### src/rtl/src_ctrl_pkg.sv
// Shared opcodes, FSM states, instruction classes and the control-line bundle for the Mini-SRC sequencer.
package src_ctrl_pkg;

  localparam int unsigned IR_W  = 32;
  localparam int unsigned OP_W  = 5;
  localparam int unsigned CNT_W = 32;

  localparam logic [OP_W-1:0] OP_LD   = 5'b00000;
  localparam logic [OP_W-1:0] OP_LDI  = 5'b00001;
  localparam logic [OP_W-1:0] OP_ST   = 5'b00010;
  localparam logic [OP_W-1:0] OP_ADD  = 5'b00011;
  localparam logic [OP_W-1:0] OP_SHL  = 5'b01011;
  localparam logic [OP_W-1:0] OP_ADDI = 5'b01100;
  localparam logic [OP_W-1:0] OP_ANDI = 5'b01101;
  localparam logic [OP_W-1:0] OP_ORI  = 5'b01110;
  localparam logic [OP_W-1:0] OP_DIV  = 5'b01111;
  localparam logic [OP_W-1:0] OP_MUL  = 5'b10000;
  localparam logic [OP_W-1:0] OP_NEG  = 5'b10001;
  localparam logic [OP_W-1:0] OP_NOT  = 5'b10010;
  localparam logic [OP_W-1:0] OP_MFHI = 5'b11000;
  localparam logic [OP_W-1:0] OP_MFLO = 5'b11001;
  localparam logic [OP_W-1:0] OP_NOP  = 5'b11010;
  localparam logic [OP_W-1:0] OP_HALT = 5'b11011;

  localparam logic [OP_W-1:0] ALU_OP_ADD = 5'b00011;
  localparam logic [OP_W-1:0] ALU_OP_AND = 5'b00101;
  localparam logic [OP_W-1:0] ALU_OP_OR  = 5'b00110;

  typedef enum logic [3:0] {
    ST_T0, ST_T1, ST_T2, ST_T3, ST_T4, ST_T5, ST_T6, ST_T7, ST_HALT
  } state_e;

  typedef enum logic [3:0] {
    CLS_RTYPE, CLS_IMM, CLS_MULDIV, CLS_UNARY, CLS_MOVHL,
    CLS_LD, CLS_LDI, CLS_ST, CLS_NOP, CLS_HALT, CLS_ILLEGAL
  } instr_class_e;

  typedef struct packed {
    logic            gra;
    logic            grb;
    logic            grc;
    logic            rin;
    logic            rout;
    logic            baout;
    logic            pcout;
    logic            pcin;
    logic            incpc;
    logic            marin;
    logic            mdrin;
    logic            mdrout;
    logic            read;
    logic            write;
    logic            irin;
    logic            yin;
    logic            zin;
    logic            zlowout;
    logic            zhighout;
    logic            hiin;
    logic            loin;
    logic            hiout;
    logic            loout;
    logic            cout;
    logic [OP_W-1:0] alu_op;
    logic            illegal;
  } ctrl_t;

  // Immediate forms reuse the register-form ALU codes.
  function automatic logic [OP_W-1:0] imm_alu_op(input logic [OP_W-1:0] op);
    case (op)
      OP_ANDI: return ALU_OP_AND;
      OP_ORI:  return ALU_OP_OR;
      default: return ALU_OP_ADD;
    endcase
  endfunction

endpackage

### src/rtl/control_sequencer_decode.sv
// Combinational opcode to instruction-class decode for the Mini-SRC control sequencer.
module ctrl_decode
  import src_ctrl_pkg::*;
(
  input  logic [OP_W-1:0] opcode_i,
  output instr_class_e    cls_c_o
);

  always_comb begin
    cls_c_o = CLS_ILLEGAL;
    if (opcode_i >= OP_ADD && opcode_i <= OP_SHL) begin
      cls_c_o = CLS_RTYPE;
    end else begin
      case (opcode_i)
        OP_LD:                   cls_c_o = CLS_LD;
        OP_LDI:                  cls_c_o = CLS_LDI;
        OP_ST:                   cls_c_o = CLS_ST;
        OP_ADDI, OP_ANDI, OP_ORI: cls_c_o = CLS_IMM;
        OP_MUL, OP_DIV:          cls_c_o = CLS_MULDIV;
        OP_NEG, OP_NOT:          cls_c_o = CLS_UNARY;
        OP_MFHI, OP_MFLO:        cls_c_o = CLS_MOVHL;
        OP_NOP:                  cls_c_o = CLS_NOP;
        OP_HALT:                 cls_c_o = CLS_HALT;
        default:                 cls_c_o = CLS_ILLEGAL;
      endcase
    end
  end

endmodule

### src/rtl/control_sequencer.sv
// Hard-wired Mini-SRC control unit: T-state sequencer with Moore control decode and memory stall.
// Optional instruction counter output enabled by defining CTRL_INSTR_CNT_EN.
module control_sequencer
  import src_ctrl_pkg::*;
#(
  parameter bit              MEM_HANDSHAKE = 1'b1,
  parameter logic [OP_W-1:0] ALU_ADD       = ALU_OP_ADD
) (
  input  logic            clock,
  input  logic            clear,
  input  logic [IR_W-1:0] ir,
  input  logic            mem_ready,
  output logic            Gra,
  output logic            Grb,
  output logic            Grc,
  output logic            Rin,
  output logic            Rout,
  output logic            BAout,
  output logic            PCout,
  output logic            PCin,
  output logic            IncPC,
  output logic            MARin,
  output logic            MDRin,
  output logic            MDRout,
  output logic            Read,
  output logic            Write,
  output logic            IRin,
  output logic            Yin,
  output logic            Zin,
  output logic            Zlowout,
  output logic            Zhighout,
  output logic            HIin,
  output logic            LOin,
  output logic            HIout,
  output logic            LOout,
  output logic            Cout,
  output logic [OP_W-1:0] alu_op,
  output logic            run,
  output logic            illegal
`ifdef CTRL_INSTR_CNT_EN
  ,
  output logic [CNT_W-1:0] instr_count
`endif
);

  state_e          state_q, state_d;
  instr_class_e    cls_c;
  ctrl_t           ctrl_c, ctrl_out_c;
  logic [OP_W-1:0] opcode;
  logic            mem_done;
  logic            unused_ir_bits;

  assign opcode         = ir[IR_W-1 -: OP_W];
  assign unused_ir_bits = ^ir[IR_W-OP_W-1:0];
  assign mem_done       = !MEM_HANDSHAKE || mem_ready;

  ctrl_decode u_decode (
    .opcode_i (opcode),
    .cls_c_o  (cls_c)
  );

  always_ff @(posedge clock or posedge clear) begin
    if (clear) state_q <= ST_T0;
    else       state_q <= state_d;
  end

  // Next-state and per-state control decode; the opcode is only consulted from T3 onward.
  always_comb begin
    state_d = state_q;
    ctrl_c  = '0;
    case (state_q)
      ST_T0: begin
        ctrl_c.pcout = 1'b1; ctrl_c.marin = 1'b1; ctrl_c.incpc = 1'b1; ctrl_c.zin = 1'b1;
        state_d = ST_T1;
      end
      ST_T1: begin
        ctrl_c.zlowout = 1'b1; ctrl_c.pcin = 1'b1; ctrl_c.read = 1'b1; ctrl_c.mdrin = 1'b1;
        if (mem_done) state_d = ST_T2;
      end
      ST_T2: begin
        ctrl_c.mdrout = 1'b1; ctrl_c.irin = 1'b1;
        state_d = ST_T3;
      end
      ST_T3: begin
        state_d = ST_T4;
        case (cls_c)
          CLS_RTYPE, CLS_IMM: begin
            ctrl_c.grb = 1'b1; ctrl_c.rout = 1'b1; ctrl_c.yin = 1'b1;
          end
          CLS_MULDIV: begin
            ctrl_c.gra = 1'b1; ctrl_c.rout = 1'b1; ctrl_c.yin = 1'b1;
          end
          CLS_UNARY: begin
            ctrl_c.grb = 1'b1; ctrl_c.rout = 1'b1; ctrl_c.zin = 1'b1; ctrl_c.alu_op = opcode;
          end
          CLS_MOVHL: begin
            ctrl_c.hiout = (opcode == OP_MFHI);
            ctrl_c.loout = (opcode != OP_MFHI);
            ctrl_c.gra   = 1'b1; ctrl_c.rin = 1'b1;
            state_d      = ST_T0;
          end
          CLS_LD, CLS_LDI, CLS_ST: begin
            ctrl_c.grb = 1'b1; ctrl_c.baout = 1'b1; ctrl_c.yin = 1'b1;
          end
          CLS_HALT: state_d = ST_HALT;
          CLS_NOP:  state_d = ST_T0;
          default: begin
            ctrl_c.illegal = 1'b1;
            state_d        = ST_T0;
          end
        endcase
      end
      ST_T4: begin
        state_d = ST_T5;
        case (cls_c)
          CLS_RTYPE: begin
            ctrl_c.grc = 1'b1; ctrl_c.rout = 1'b1; ctrl_c.zin = 1'b1; ctrl_c.alu_op = opcode;
          end
          CLS_IMM: begin
            ctrl_c.cout = 1'b1; ctrl_c.zin = 1'b1; ctrl_c.alu_op = imm_alu_op(opcode);
          end
          CLS_MULDIV: begin
            ctrl_c.grb = 1'b1; ctrl_c.rout = 1'b1; ctrl_c.zin = 1'b1; ctrl_c.alu_op = opcode;
          end
          CLS_UNARY: begin
            ctrl_c.zlowout = 1'b1; ctrl_c.gra = 1'b1; ctrl_c.rin = 1'b1;
            state_d        = ST_T0;
          end
          default: begin
            ctrl_c.cout = 1'b1; ctrl_c.zin = 1'b1; ctrl_c.alu_op = ALU_ADD;
          end
        endcase
      end
      ST_T5: begin
        ctrl_c.zlowout = 1'b1;
        case (cls_c)
          CLS_MULDIV: begin
            ctrl_c.loin = 1'b1;
            state_d     = ST_T6;
          end
          CLS_LD, CLS_ST: begin
            ctrl_c.marin = 1'b1;
            state_d      = ST_T6;
          end
          default: begin
            ctrl_c.gra = 1'b1; ctrl_c.rin = 1'b1;
            state_d    = ST_T0;
          end
        endcase
      end
      ST_T6: begin
        case (cls_c)
          CLS_MULDIV: begin
            ctrl_c.zhighout = 1'b1; ctrl_c.hiin = 1'b1;
            state_d         = ST_T0;
          end
          CLS_ST: begin
            ctrl_c.gra = 1'b1; ctrl_c.rout = 1'b1; ctrl_c.mdrin = 1'b1;
            state_d    = ST_T7;
          end
          default: begin
            ctrl_c.read = 1'b1; ctrl_c.mdrin = 1'b1;
            if (mem_done) state_d = ST_T7;
          end
        endcase
      end
      ST_T7: begin
        ctrl_c.mdrout = 1'b1;
        if (cls_c == CLS_ST) begin
          ctrl_c.write = 1'b1;
          if (mem_done) state_d = ST_T0;
        end else begin
          ctrl_c.gra = 1'b1; ctrl_c.rin = 1'b1;
          state_d    = ST_T0;
        end
      end
      ST_HALT: state_d = ST_HALT;
      default: state_d = ST_T0;
    endcase
  end

  // Controls are forced low for as long as clear is held, not just from the next edge.
  assign ctrl_out_c = clear ? '0 : ctrl_c;

  assign Gra      = ctrl_out_c.gra;
  assign Grb      = ctrl_out_c.grb;
  assign Grc      = ctrl_out_c.grc;
  assign Rin      = ctrl_out_c.rin;
  assign Rout     = ctrl_out_c.rout;
  assign BAout    = ctrl_out_c.baout;
  assign PCout    = ctrl_out_c.pcout;
  assign PCin     = ctrl_out_c.pcin;
  assign IncPC    = ctrl_out_c.incpc;
  assign MARin    = ctrl_out_c.marin;
  assign MDRin    = ctrl_out_c.mdrin;
  assign MDRout   = ctrl_out_c.mdrout;
  assign Read     = ctrl_out_c.read;
  assign Write    = ctrl_out_c.write;
  assign IRin     = ctrl_out_c.irin;
  assign Yin      = ctrl_out_c.yin;
  assign Zin      = ctrl_out_c.zin;
  assign Zlowout  = ctrl_out_c.zlowout;
  assign Zhighout = ctrl_out_c.zhighout;
  assign HIin     = ctrl_out_c.hiin;
  assign LOin     = ctrl_out_c.loin;
  assign HIout    = ctrl_out_c.hiout;
  assign LOout    = ctrl_out_c.loout;
  assign Cout     = ctrl_out_c.cout;
  assign alu_op   = ctrl_out_c.alu_op;
  assign illegal  = ctrl_out_c.illegal;
  assign run      = (state_q != ST_HALT);

`ifdef CTRL_INSTR_CNT_EN
  logic [CNT_W-1:0] cnt_q, cnt_d;

  // Every return to T0 marks a retired instruction; HALT never returns.
  always_comb begin
    cnt_d = cnt_q;
    if (state_d == ST_T0 && state_q != ST_T0) cnt_d = cnt_q + CNT_W'(1);
  end

  always_ff @(posedge clock or posedge clear) begin
    if (clear) cnt_q <= '0;
    else       cnt_q <= cnt_d;
  end

  assign instr_count = cnt_q;
`endif

endmodule

### config.mk
export PLATFORM = sky130hd
export DESIGN_NAME = control_sequencer
export DESIGN_NICKNAME = d
export VERILOG_FILES = /design/src/rtl/src_ctrl_pkg.sv /design/src/rtl/control_sequencer_decode.sv /design/src/rtl/control_sequencer.sv
export SDC_FILE = /design/constraint.sdc
export NUM_CORES = 1
export LEC_CHECK = 0
export ABC_AREA = 0
export BUFFER_PORTS_ARGS = -buffer_cell sky130_fd_sc_hd__buf_4
export CELL_PAD_IN_SITES_DETAIL_PLACEMENT = 0
export CELL_PAD_IN_SITES_GLOBAL_PLACEMENT = 2
export CORE_MARGIN = 5
export CORE_UTILIZATION = 24
export CTS_CLUSTER_DIAMETER = 200
export CTS_CLUSTER_SIZE = 24
export DETAILED_ROUTE_END_ITERATION = 8
export GPL_ROUTABILITY_DRIVEN = 0
export PLACE_DENSITY = 0.95
export RECOVER_POWER = 50
export SLEW_MARGIN = 15
export SYNTH_ARGS = -nofsm -noshare
export SYNTH_HDL_FRONTEND = slang
export SYNTH_SLANG_ARGS = --single-unit
### constraint.sdc
create_clock -name clock -period 3.7 [get_ports clock]
set_input_delay 0 -clock clock [delete_from_list [all_inputs] [get_ports clock]]
set_output_delay 0 -clock clock [all_outputs]
set_load 0.1 [all_outputs]
# Word-level counts from Yosys, hierarchy flattened
# Memory sizes are Yosys's and may differ from the RTL's.
# Index checks and enable logic that the tools add are counted.
[word_totals] register_bits=4 latch_bits=0 ramBits=0 rom_bits=128 input_bits=35 out_inout_bits=31 wordCells=105 memories=1
[memory_table] name="(no name shown)" words=32 width=4 rd=1 rd_ports_with_merged_regs=0 write_ports=0 line_no="control_sequencer_decode.sv:14" rtl="case (opcode_i)"
[op_classes] n_addsub=0 n_mul=0 div_mod_pow=0 n_lt_le_gt_ge=2 eq_ne=25 shift=0 muxes=58 n_bitwise=0 n_reduce_logical=18
[ops] op="case mux 4 bit (9 select lines)" count=1
[ops] op="== test 4 x 3 -> 1 bit, second input constant" count=8
[ops] op="2-to-1 mux 1 bit" count=30
[ops] op="2-to-1 mux 30 bit" count=1
[ops] op="2-to-1 mux 4 bit" count=5
[ops] op="== test 4 x 2 -> 1 bit, second input constant" count=4
[ops] op="case mux 4 bit (2 select lines)" count=2
[ops] op="case mux 5 bit (3 select lines)" count=1
[ops] op="== test 4 bit, second input constant" count=3
[ops] op="OR reduction 2 bit" count=6
[ops] op="OR reduction 6 bit" count=2
[ops] op="== test 5 x 4 -> 1 bit, second input constant" count=2
[ops] op="case mux 1 bit (2 select lines)" count=5
[ops] op="case mux 5 bit (2 select lines)" count=1
[ops] op="OR reduction 10 bit" count=1
[ops] op="OR reduction 3 bit" count=3
[ops] op="== test 4 x 1 -> 1 bit, second input constant" count=2
[ops] op="zero test 4 bit" count=2
[ops] op="2-to-1 mux 2 bit" count=4
[ops] op="inequality test 4 bit, second input constant" count=2
[ops] op="OR reduction 7 bit" count=1
[ops] op="2-to-1 mux 3 bit" count=2
[ops] op="case mux 1 bit (3 select lines)" count=2
[ops] op="case mux 3 bit (2 select lines)" count=1
[ops] op="12 further kinds" count=12

# Depth between registers and ports, before layout
# Gate-level depths: netlist of the first run.
[depth] ltp_word=8 mapped_depth=9 mapped_depth_nobuf=8

# Cells and area by module
# Synthesis of the first run repeated with hierarchy kept, for this count alone.
[hier_totals] hier_cells=190 hier_area_um2=1221.2
[modules_own_cells] module="control_sequencer" n_inst=1 cells_each=159 area_per_inst_um2=1013.5 seq_area_each_um2=100.1
[modules_own_cells] module="ctrl_decode" n_inst=1 cells_each=31 area_per_inst_um2=207.7 seq_area_each_um2=0.0

# Least setup slack after synthesis of the first run
# No wires, ideal clock.
[synth_path] path_type="input port to output port" from="in ir[27]" to="out Zhighout" t_arrival_ns=4.812 t_required_ns=3.700 slack_ns=-1.112 cell_stages=7 n_path_buf=1 cell_sequence="inv_1 -> ha_1 -> mux2_2 -> a211oi_2 -> nand4_2 -> nor4_1 -> buf_4"
[synth_via] elab_chain_cells=7 word_cells_on_any_way=9 cone_classes="order compare: 2; eq/ne: 1; mux: 4; reduce/logical: 1; memory: 1"
[synth_lines] item="start, declared" line_no="control_sequencer.sv:11" rtl="input logic [IR_W-1:0] ir,"
[synth_lines] item="parallel branches: the longest is 2 deep, another holds memory (32 x 4 bit)"
[synth_lines] item="2-to-1 mux 4 bit (*)" line_no="control_sequencer_decode.sv:11" rtl="if (opcode_i >= OP_ADD && opcode_i <= OP_SHL) begin"
[synth_lines] item="== test 4 x 2 -> 1 bit (*)" line_no="control_sequencer.sv:152" rtl="case (cls_c)"
[synth_lines] item="2-to-1 mux 2 bit (*)" line_no="control_sequencer.sv:152"
[synth_lines] item="2-to-1 mux 2 bit (*)" line_no="control_sequencer.sv:71" rtl="case (state_q)"
[synth_lines] item="2-to-1 mux 30 bit (*)" line_no="control_sequencer.sv:183" rtl="assign ctrl_out_c = clear ? '0 : ctrl_c;"
[synth_lines] item="end, declared" line_no="control_sequencer.sv:31" rtl="output logic Zhighout,"
# Every way passes the cells marked *.

# Worst setup path in the final report of the first run
[layout_path] from="in ir[27]" to="out Cout"
[layout_via] elab_chain_cells=8 word_cells_on_any_way=12 cone_classes="order compare: 2; eq/ne: 2; mux: 4; reduce/logical: 3; memory: 1"
[layout_lines] item="parallel branches: the longest is 2 deep, another holds memory (32 x 4 bit)"
[layout_lines] item="2-to-1 mux 4 bit (*)" line_no="control_sequencer_decode.sv:11"
[layout_lines] item="== test 4 x 2 -> 1 bit or zero test 4 bit (tied branches)" line_no="control_sequencer.sv:115" rtl="case (cls_c)"
[layout_lines] item="OR reduction 3 bit (no line) (*)"
[layout_lines] item="2-to-1 mux 1 bit (*)" line_no="control_sequencer.sv:115"
[layout_lines] item="2-to-1 mux 1 bit (*)" line_no="control_sequencer.sv:71"
[layout_lines] item="2-to-1 mux 30 bit (*)" line_no="control_sequencer.sv:183"
[layout_lines] item="end, declared" line_no="control_sequencer.sv:36" rtl="output logic Cout,"
# Marked as above.

==> flow_summary.json, run 1 <==
{
  "synth-edff-count": 0,
  "post_cts_resized": 0,
  "sw_frac_of_total": 0.682,
  "routed_via_density": 5.31,
  "cts_tree": "done",
  "syn_area_per_cell_um2": 6.60,
  "antenna_found_initial": 0,
  "post-cts-setup-buffers": 0,
  "initial_core_util": 0.244,
  "status": "completed",
  "hold_viol": 0,
  "wl_per_cell_um": 14.9,
  "peakVddDrop_mv": 0.261,
  "synth.top_cells.by_count": "nand2_1, nor2_1, a21oi_1, nor3_1, nand3_1",
  "ant_nets": 0,
  "syn_nets": 228,
  "power.leakage_nw": 0.602,
  "critical_path_arrival_ns": 2.99,
  "grt_pass1_wl_mm": 6.88,
  "largest_registers": "state_q: 4 flops",
  "die_area_mm2": 0.00670,
  "comb_power_share": 0.786,
  "synth-seq-area-share": 0.0807,
  "fin_crit_ns": 2.99,
  "ys.flop_type": "dfrtp_1",
  "nets": 260,
  "die_h_um": 81.9,
  "synth_area_leaders": "dfrtp_1, nand2_1, nor2_1",
  "grt_pass1_vias": 1388,
  "whs_ns": 0.0274,
  "rsz0062_at_grt": "no",
  "grt_use_met3": 0.0143,
  "htreeDepth": 1,
  "met1_usage": 0.174,
  "critical_path_required_ns": 3.70,
  "clockPowerShare": 0.093,
  "period_share": 0.808,
  "numCtsBuffers": 3,
  "syn-cell-area_mm2": 0.00124,
  "finClkSkew_ns": 0.00239,
  "clk_latency_ns": 0.21,
  "grt.overflow.total": 0,
  "cts_buffer_depth": 2,
  "nFillCells": 605,
  "synth_top_area_frac": 0.0807,
  "p_seq_frac": 0.122,
  "synth_top_area_cell": "dfrtp_1",
  "drc": 0,
  "crit_fanout": 15,
  "post-synth-top-count-cell": "nand2_1",
  "clock_sinks": 4,
  "setup_violations": 0,
  "fp.coreArea_mm2": 0.00507,
  "largest_reg_flops": 4,
  "syn_inst": 188,
  "cp-start-kind": "primary input",
  "num_rows": 26,
  "largest-register": "state_q",
  "fmax_mhz": 335,
  "p_per_area_mw_per_mm2": 622,
  "fp.dieW_um": 81.9,
  "wirelength_mm": 4.28,
  "busiest_layer": "met2",
  "slew_viol_final": 0,
  "grt_util_all_layers": 0.128,
  "p_switching_w": 0.000656,
  "hold_path.class": "primary input to register",
  "drive_above_1_share": 0.202,
  "power.internal_w": 0.000306,
  "finalSetupTns_ns": 0,
  "grt_use_met2": 0.218,
  "vias": 1530,
  "ys_warn_count": 0,
  "antennaDiodeCount": 0,
  "critPathKind": "primary input to output pin",
  "async_reset_ff_frac": 1.00,
  "drt_iter0_markers": 106,
  "grt_max_degree": 18,
  "portBuffers": 38,
  "drt_first_pass_iters": 4,
  "clk_pin_slew_ns": 0.03,
  "hold_buffers": 1,
  "pin_count": 66,
  "worst_pin_slew_ns": 1.18,
  "end_kind": "output pin",
  "dp_hpwl_mm": 3.34,
  "synthToLayoutAreaGrowth_pct": 24.7,
  "cts-root-buf": "clkbuf_8",
  "relSlewSlack": 0.219,
  "ys_ff_latch": 4,
  "synth.distinct_cells": 56,
  "max-cap-violations": 0
}
==> metrics by stage <==
stage | utilization | cells | area [µm²] | setup slack [ns] | power, W
3_3_place_gp | 0.306 | 284 | 1550 | 1.25 | 0.000893
4_1_cts | 0.316 | 288 | 1610 | 1.20 | 0.000987
2_1_floorplan | - | 188 | 1250 | 0.197 | 0.000745
6_report | 0.305 | 288 | 1550 | 0.711 | 0.000962
3_5_place_dp | 0.306 | 284 | 1550 | 1.25 | 0.000893
5_1_grt | 0.305 | 288 | 1550 | 0.526 | 0.00103
==> final cells by class <==
| class | count | area (µm²) | area share |
|---|---|---|---|
| Timing Repair Buffer | 40 | 262 | 0.169 |
| Tap cell | 70 | 87.6 | 0.0566 |
| Clock buffer | 3 | 41.3 | 0.0267 |
| Sequential cell | 4 | 100 | 0.0647 |
| Inverter | 9 | 33.8 | 0.0218 |
| Multi-Input combinational cell | 162 | 1020 | 0.661 |
==> final timing paths <==
kind | depth (start not counted) | slack (ns) | from | endpoint
max | 10 | 0.71 | ir[27] | Cout
min | 2 | 0.03 | mem_ready | state_q[0]
max reg2reg | 5 | 1.82 | state_q[1] | state_q[1]
min reg2reg | 2 | 0.82 | state_q[3] | state_q[3]
max in group asynchronous | 3 | 2.94 | clear | state_q[2]
min in group asynchronous | 3 | 0.53 | clear | state_q[1]
==> per-layer routing <==
| layer | vias up | wire length, µm |
|---|---|---|
| met3 | 2 | 176 |
| li1 | 771 | - |
| met2 | 46 | 2060 |
| met4 | 0 | 27 |
| met5 | - | 0 |
| met1 | 711 | 2020 |
==> power groups by stage <==
| stage | Sequential, W | Clock, W | Combinational, W |
|---|---|---|---|
| 2_1_floorplan | 0.0000728 | 0 | 0.000673 |
| 3_3_place_gp | 0.000117 | 0 | 0.000776 |
| 3_5_place_dp | 0.000117 | 0 | 0.000776 |
| 4_1_cts | 0.000116 | 0.0000921 | 0.000779 |
| 5_1_grt | 0.000123 | 0.0000967 | 0.000806 |
| 6_report | 0.000117 | 0.0000892 | 0.000756 |
==> worst max-delay path, stage by stage <==
cell and delay (ns):
buf_4 0.15, inv_1 0.07, ha_1 0.28, mux2_2 0.27, a211oi_2 0.21, clkbuf_1 0.49
nand4b_1 0.40, nand2_1 0.12, nor2_1 0.12, clkbuf_1 0.87
==> logic make-up after synthesis <==
family | count (synthesis) | share of synthesized area
AO/OA/AOI/OAI | 55 | 0.314
XOR/XNOR | 1 | 0.00706
adder cells (fa/ha/maj) | 5 | 0.0505
buffers and inverters | 22 | 0.0908
flip-flops | 4 | 0.0807
multiplexers | 2 | 0.0182
AND/OR/NAND/NOR | 99 | 0.439
==> placed cells by master, fill, tap and decap left out, drive strengths merged, types with 2 or more instances in the layout <==
cell	n
or3	2
nand4	3
nand3b	3
o22ai	6
a211o	2
dfrtp	4
clkbuf	14
nand3	10
a2111oi	2
nor3b	3
a21oi	14
mux2	2
and3	4
nand4b	2
inv	9
nand2	22
buf	28
nand2b	2
ha	5
o21ai	10
and2	2
nor2b	3
o31ai	3
nor3	11
a31oi	4
o211ai	3
nor2	21
nor4	5
No activity file was read; power rests on OpenSTA's default activity.
==> inputs of run 2 (changes only) <==
Settings changed: CORE_UTILIZATION 24 to 22, PLACE_DENSITY 0.95 to 0.88.
Clock period 3.7 ns to 2.8 ns, I/O delays scaled along.
==> flow_summary.json, run 2 (synthesized netlist as in run 1, its figures left out) <==
{
  "fp.coreArea_mm2": 0.00551,
  "highest_layer": "met4",
  "wl_met2_mm": 1.94,
  "critPathKind": "primary input to output pin",
  "pin_count": 66,
  "end_kind": "output pin",
  "layout_common_cells": "buf_4, nand2_1, nor2_1",
  "cts_tree": "done",
  "post-cts-setup-buffers": 0,
  "clock_sinks": 4,
  "drt_iter0_markers": 138,
  "clk_pin_slew_ns": 0.03,
  "finalSetupTns_ns": 0,
  "hold_path.class": "primary input to register",
  "setup_violations": 0,
  "status": "completed",
  "grt_pass1_vias": 1451,
  "power.leakage_nw": 0.631,
  "max-cap-violations": 0,
  "ant_nets": 0,
  "die_area_mm2": 0.00724,
  "largest_reg_flops": 4,
  "hold_start": "mem_ready",
  "relSlewSlack": 0.217,
  "fin_crit_ns": 2.54,
  "largest-register": "state_q",
  "hold_viol": 0,
  "cts_buffer_depth": 2,
  "dp_hpwl_mm": 3.40,
  "finClkSkew_ns": 0.00405,
  "regToRegStartpoint": "state_q[2]",
  "wl_per_cell_um": 14.8,
  "period_share": 0.907,
  "fmax_mhz": 394,
  "critical_path_arrival_ns": 2.54,
  "portBuffers": 38,
  "critical_path_required_ns": 2.80,
  "finish.utilization": 0.294,
  "grt_max_degree": 18,
  "cts-root-buf": "clkbuf_8",
  "htreeDepth": 1,
  "peakVddDrop_mv": 0.410,
  "rsz0062_at_grt": "no",
  "num_rows": 27,
  "grt_pass1_wl_mm": 7.19,
  "slew_viol_final": 0,
  "drive_above_1_share": 0.264,
  "nets": 262,
  "numCtsBuffers": 3,
  "dr_wl_met3_um": 182,
  "routed_via_density": 5.25,
  "cp-start-kind": "primary input",
  "drc": 0,
  "final_common_cell": "buf_4",
  "die_h_um": 85.1,
  "fp.dieW_um": 85.1,
  "clk_latency_ns": 0.22,
  "antennaDiodeCount": 0,
  "grt_util_all_layers": 0.119,
  "initial_core_util": 0.225,
  "worstSetupStartpoint": "ir[27]",
  "wl_met1_mm": 2.13,
  "largest_registers": "state_q: 4 flops",
  "crit_fanout": 15,
  "vias": 1533,
  "wirelength_mm": 4.34,
  "drt_first_pass_iters": 4,
  "antenna_found_initial": 0,
  "grt.overflow.total": 0,
  "synthToLayoutAreaGrowth_pct": 30.7,
  "p_per_area_mw_per_mm2": 815,
  "rrSetupSlack_ns": 0.95,
  "worst_pin_slew_ns": 1.18
}
[run 2: cell types whose count changed in the layout (fill, tap and decap cells not counted), sizes merged]
cell / delta
buf: +2
[run 2: power breakdown]
part | switching, W | leakage (nW) | internal, W | total (W)
Sequential | 0.0000559 | 0.0507 | 0.0000799 | 0.000136
Combinational | 0.000808 | 0.558 | 0.000256 | 0.00106
Clock | 0.0000288 | 0.0216 | 0.0000915 | 0.000120
[run 2: final timing paths]
path	end	cells past startpoint
setup / recovery	alu_op[4]	10
setup reg to reg	state_q[1]	5
max in group asynchronous	state_q[1]	3
hold reg to reg	state_q[3]	3
min in group asynchronous	state_q[0]	3
hold / removal	state_q[0]	2
[run 2: layout make-up]
| type | instances | area (µm²) |
|---|---|---|
| Tap cell | 72 | 90.1 |
| Clock buffer | 3 | 41.3 |
| Timing Repair Buffer | 42 | 282 |
| Sequential cell | 4 | 100 |
| Multi-Input combinational cell | 162 | 1070 |
| Fill cell | 613 | 3890 |
| Inverter | 9 | 33.8 |
[run 2: repair_timing]
item | CTS | global route
hold buffers | 1 | 0
endpoints found under the hold margin | 4 | 0
resized for setup | 0 | 0
[run 2: metrics by stage]
stage / hold slack [ns] / instance area, µm² / setup slack [ns] / cells / total power, W
6_report: 0.0269 / 1620 / 0.259 / 292 / 0.00132
3_5_place_dp: 0.0336 / 1620 / 0.342 / 288 / 0.00123
3_3_place_gp: 0.0419 / 1620 / 0.344 / 288 / 0.00123
5_1_grt: 0.0503 / 1620 / 0.0876 / 292 / 0.00140
4_1_cts: 0.0190 / 1670 / 0.335 / 292 / 0.00135
2_1_floorplan: 0.0572 / 1300 / -0.473 / 188 / 0.00101
[run 2: per-layer routing]
layer	global-route usage	up-vias
met5	0	-
met4	0.0403	0
met3	0.00874	8
met2	0.190	54
met1	0.168	697
li1	-	774
[run 2: worst max-delay path, cell delays in order]
cell	delay, ns
buf_4	0.15
ha_1	0.22
nor4bb_1	0.34
a211oi_2	0.08
buf_4	0.20
nand4b_1	0.39
o22ai_1	0.49
o21ai_0	0.25
nor2_2	0.13
buf_4	0.29
==> inputs of run 3 (changes only) <==
Settings changed: BUFFER_PORTS_ARGS -buffer_cell sky130_fd_sc_hd__buf_4 to default, CORE_UTILIZATION 22 to 30, DONT_BUFFER_PORTS from default to 1, GPL_ROUTABILITY_DRIVEN 0 to 1, PLACE_DENSITY 0.88 to 0.85.
==> flow_summary.json, run 3 (synthesized netlist as in run 1, its figures left out) <==
{
  "status": "finished, violations left",
  "violations": "hold timing",
  "hold_path.class": "primary input to register",
  "pin_count": 66,
  "post-cts-setup-buffers": 0,
  "drive_above_1_share": 0.316,
  "rsz0062_at_grt": "no",
  "max-cap-violations": 0,
  "fin_crit_ns": 2.41,
  "wirelength_mm": 4.13,
  "vias": 1517,
  "power.leakage_nw": 0.665,
  "drt_first_pass_iters": 4,
  "finish.utilization": 0.451,
  "largest-register": "state_q",
  "period_share": 0.860,
  "cp-start-kind": "register",
  "largest_registers": "state_q: 4 flops",
  "die_area_mm2": 0.00552,
  "whs_ns": -0.00907,
  "initial_core_util": 0.310,
  "cp_top_family": "buffers and inverters",
  "relSlewSlack": 0.171,
  "power_w": 0.00138,
  "crit_fanout": 12,
  "cts_buffer_depth": 2,
  "setup_violations": 0,
  "final_common_cell": "nand2_1",
  "p_per_area_mw_per_mm2": 765,
  "grt_util_all_layers": 0.154,
  "nets": 257,
  "fp.coreArea_mm2": 0.00400,
  "routed_via_density": 5.72,
  "post_cts_resized": 0,
  "slew_viol_final": 0,
  "rrSetupSlack_ns": 0.53,
  "synthToLayoutAreaGrowth_pct": 45.4,
  "grt_pass1_wl_mm": 6.85,
  "num_rows": 23,
  "ant_nets": 0,
  "antenna_found_initial": 0,
  "end_kind": "output pin",
  "critical_path_required_ns": 2.80,
  "die_h_um": 74.3,
  "drt_iter0_markers": 190,
  "clk_pin_slew_ns": 0.03,
  "grt_pass1_vias": 1452,
  "antennaDiodeCount": 0,
  "portBuffers": 0,
  "final_cells": 265,
  "wl_per_cell_um": 15.6,
  "hold_viol": 1,
  "numCtsBuffers": 3,
  "crit_buf_inv": 2,
  "layout_common_cells": "nand2_1, nor2_1, buf_4",
  "largest_reg_flops": 4,
  "worst_path_max_delay_cell": "clkbuf_1",
  "fp.dieW_um": 74.3,
  "hold_buffers": 2,
  "cts_tree": "done",
  "worst_pin_slew_ns": 1.24,
  "critPathMaxStageDelay_ns": 0.45,
  "fmax_mhz": 415,
  "drc": 0,
  "grt.overflow.total": 0,
  "gp_congestion": 0.844,
  "dp_hpwl_mm": 3.22,
  "grt_max_degree": 18,
  "cts-root-buf": "clkbuf_8",
  "dp_cells": 260,
  "clk_latency_ns": 0.21,
  "nFillCells": 429,
  "clock_sinks": 4,
  "finClkSkew_ns": 0.000962,
  "path_cells": "clkbuf_1, nand2b_1, nor2_1, a31oi_1, a2111oi_4, buf_12",
  "critPathKind": "register to output pin",
  "critical_path_arrival_ns": 2.41,
  "htreeDepth": 1,
  "peakVddDrop_mv": 0.226
}
-- run 3: cell count changes in the layout (fill, tap and decap cells not counted), moves of 2 or more --
cell       change
buf_4         -17
nor2_1         -6
o22ai_2        +2
a21oi_1        -2
buf_16         +2
nor2_2         +6
a21oi_2        +2
clkbuf_16      +2
o22ai_1        -2
clkbuf_1       -2
buf_12         +8
-- run 3: per-stage QoR --
stage          area (µm²)  setup TNS (ns)  setup slack [ns]
3_5_place_dp         1800               0             0.425
6_report             1800               0             0.393
2_1_floorplan        1300           -1.44            -0.473
4_1_cts              1860               0             0.416
5_1_grt              1800               0             0.225
3_3_place_gp         1800               0             0.414
-- run 3: path summary, 6_finish.rpt --
check                             end        from  cells after the start
max reg2reg                state_q[3]  state_q[0]                      4
max                               Rin  state_q[0]                      6
min in group asynchronous  state_q[1]       clear                      2
min                        state_q[0]   mem_ready                      2
min reg2reg                state_q[3]  state_q[1]                      3
max in group asynchronous  state_q[0]       clear                      2
-- run 3: per-layer routing --
layer	wire, µm	track usage	part of all wire	up-vias
li1	-	-	-	766
met1	1880	0.208	0.46	691
met2	1960	0.265	0.47	56
met3	256	0.0162	0.062	4
met4	30	0.0356	0.0073	0
met5	0	0	0	-
-- run 3: where the power goes --
part           switching (W)  leakage (nW)  internal (W)
clock network      0.0000279        0.0216     0.0000915
logic               0.000844         0.593      0.000309
registers          0.0000271        0.0507     0.0000804
total               0.000899         0.665      0.000481
-- run 3: cell type report --
class | instances | area [µm²] | share of cell area
well taps | 50 | 62.6 | 0.0347
flip-flops and latches | 4 | 100 | 0.0555
repair buffers | 37 | 427 | 0.237
clock buffers | 3 | 41.3 | 0.0229
inverters | 9 | 33.8 | 0.0187
multi-input cells | 162 | 1140 | 0.632
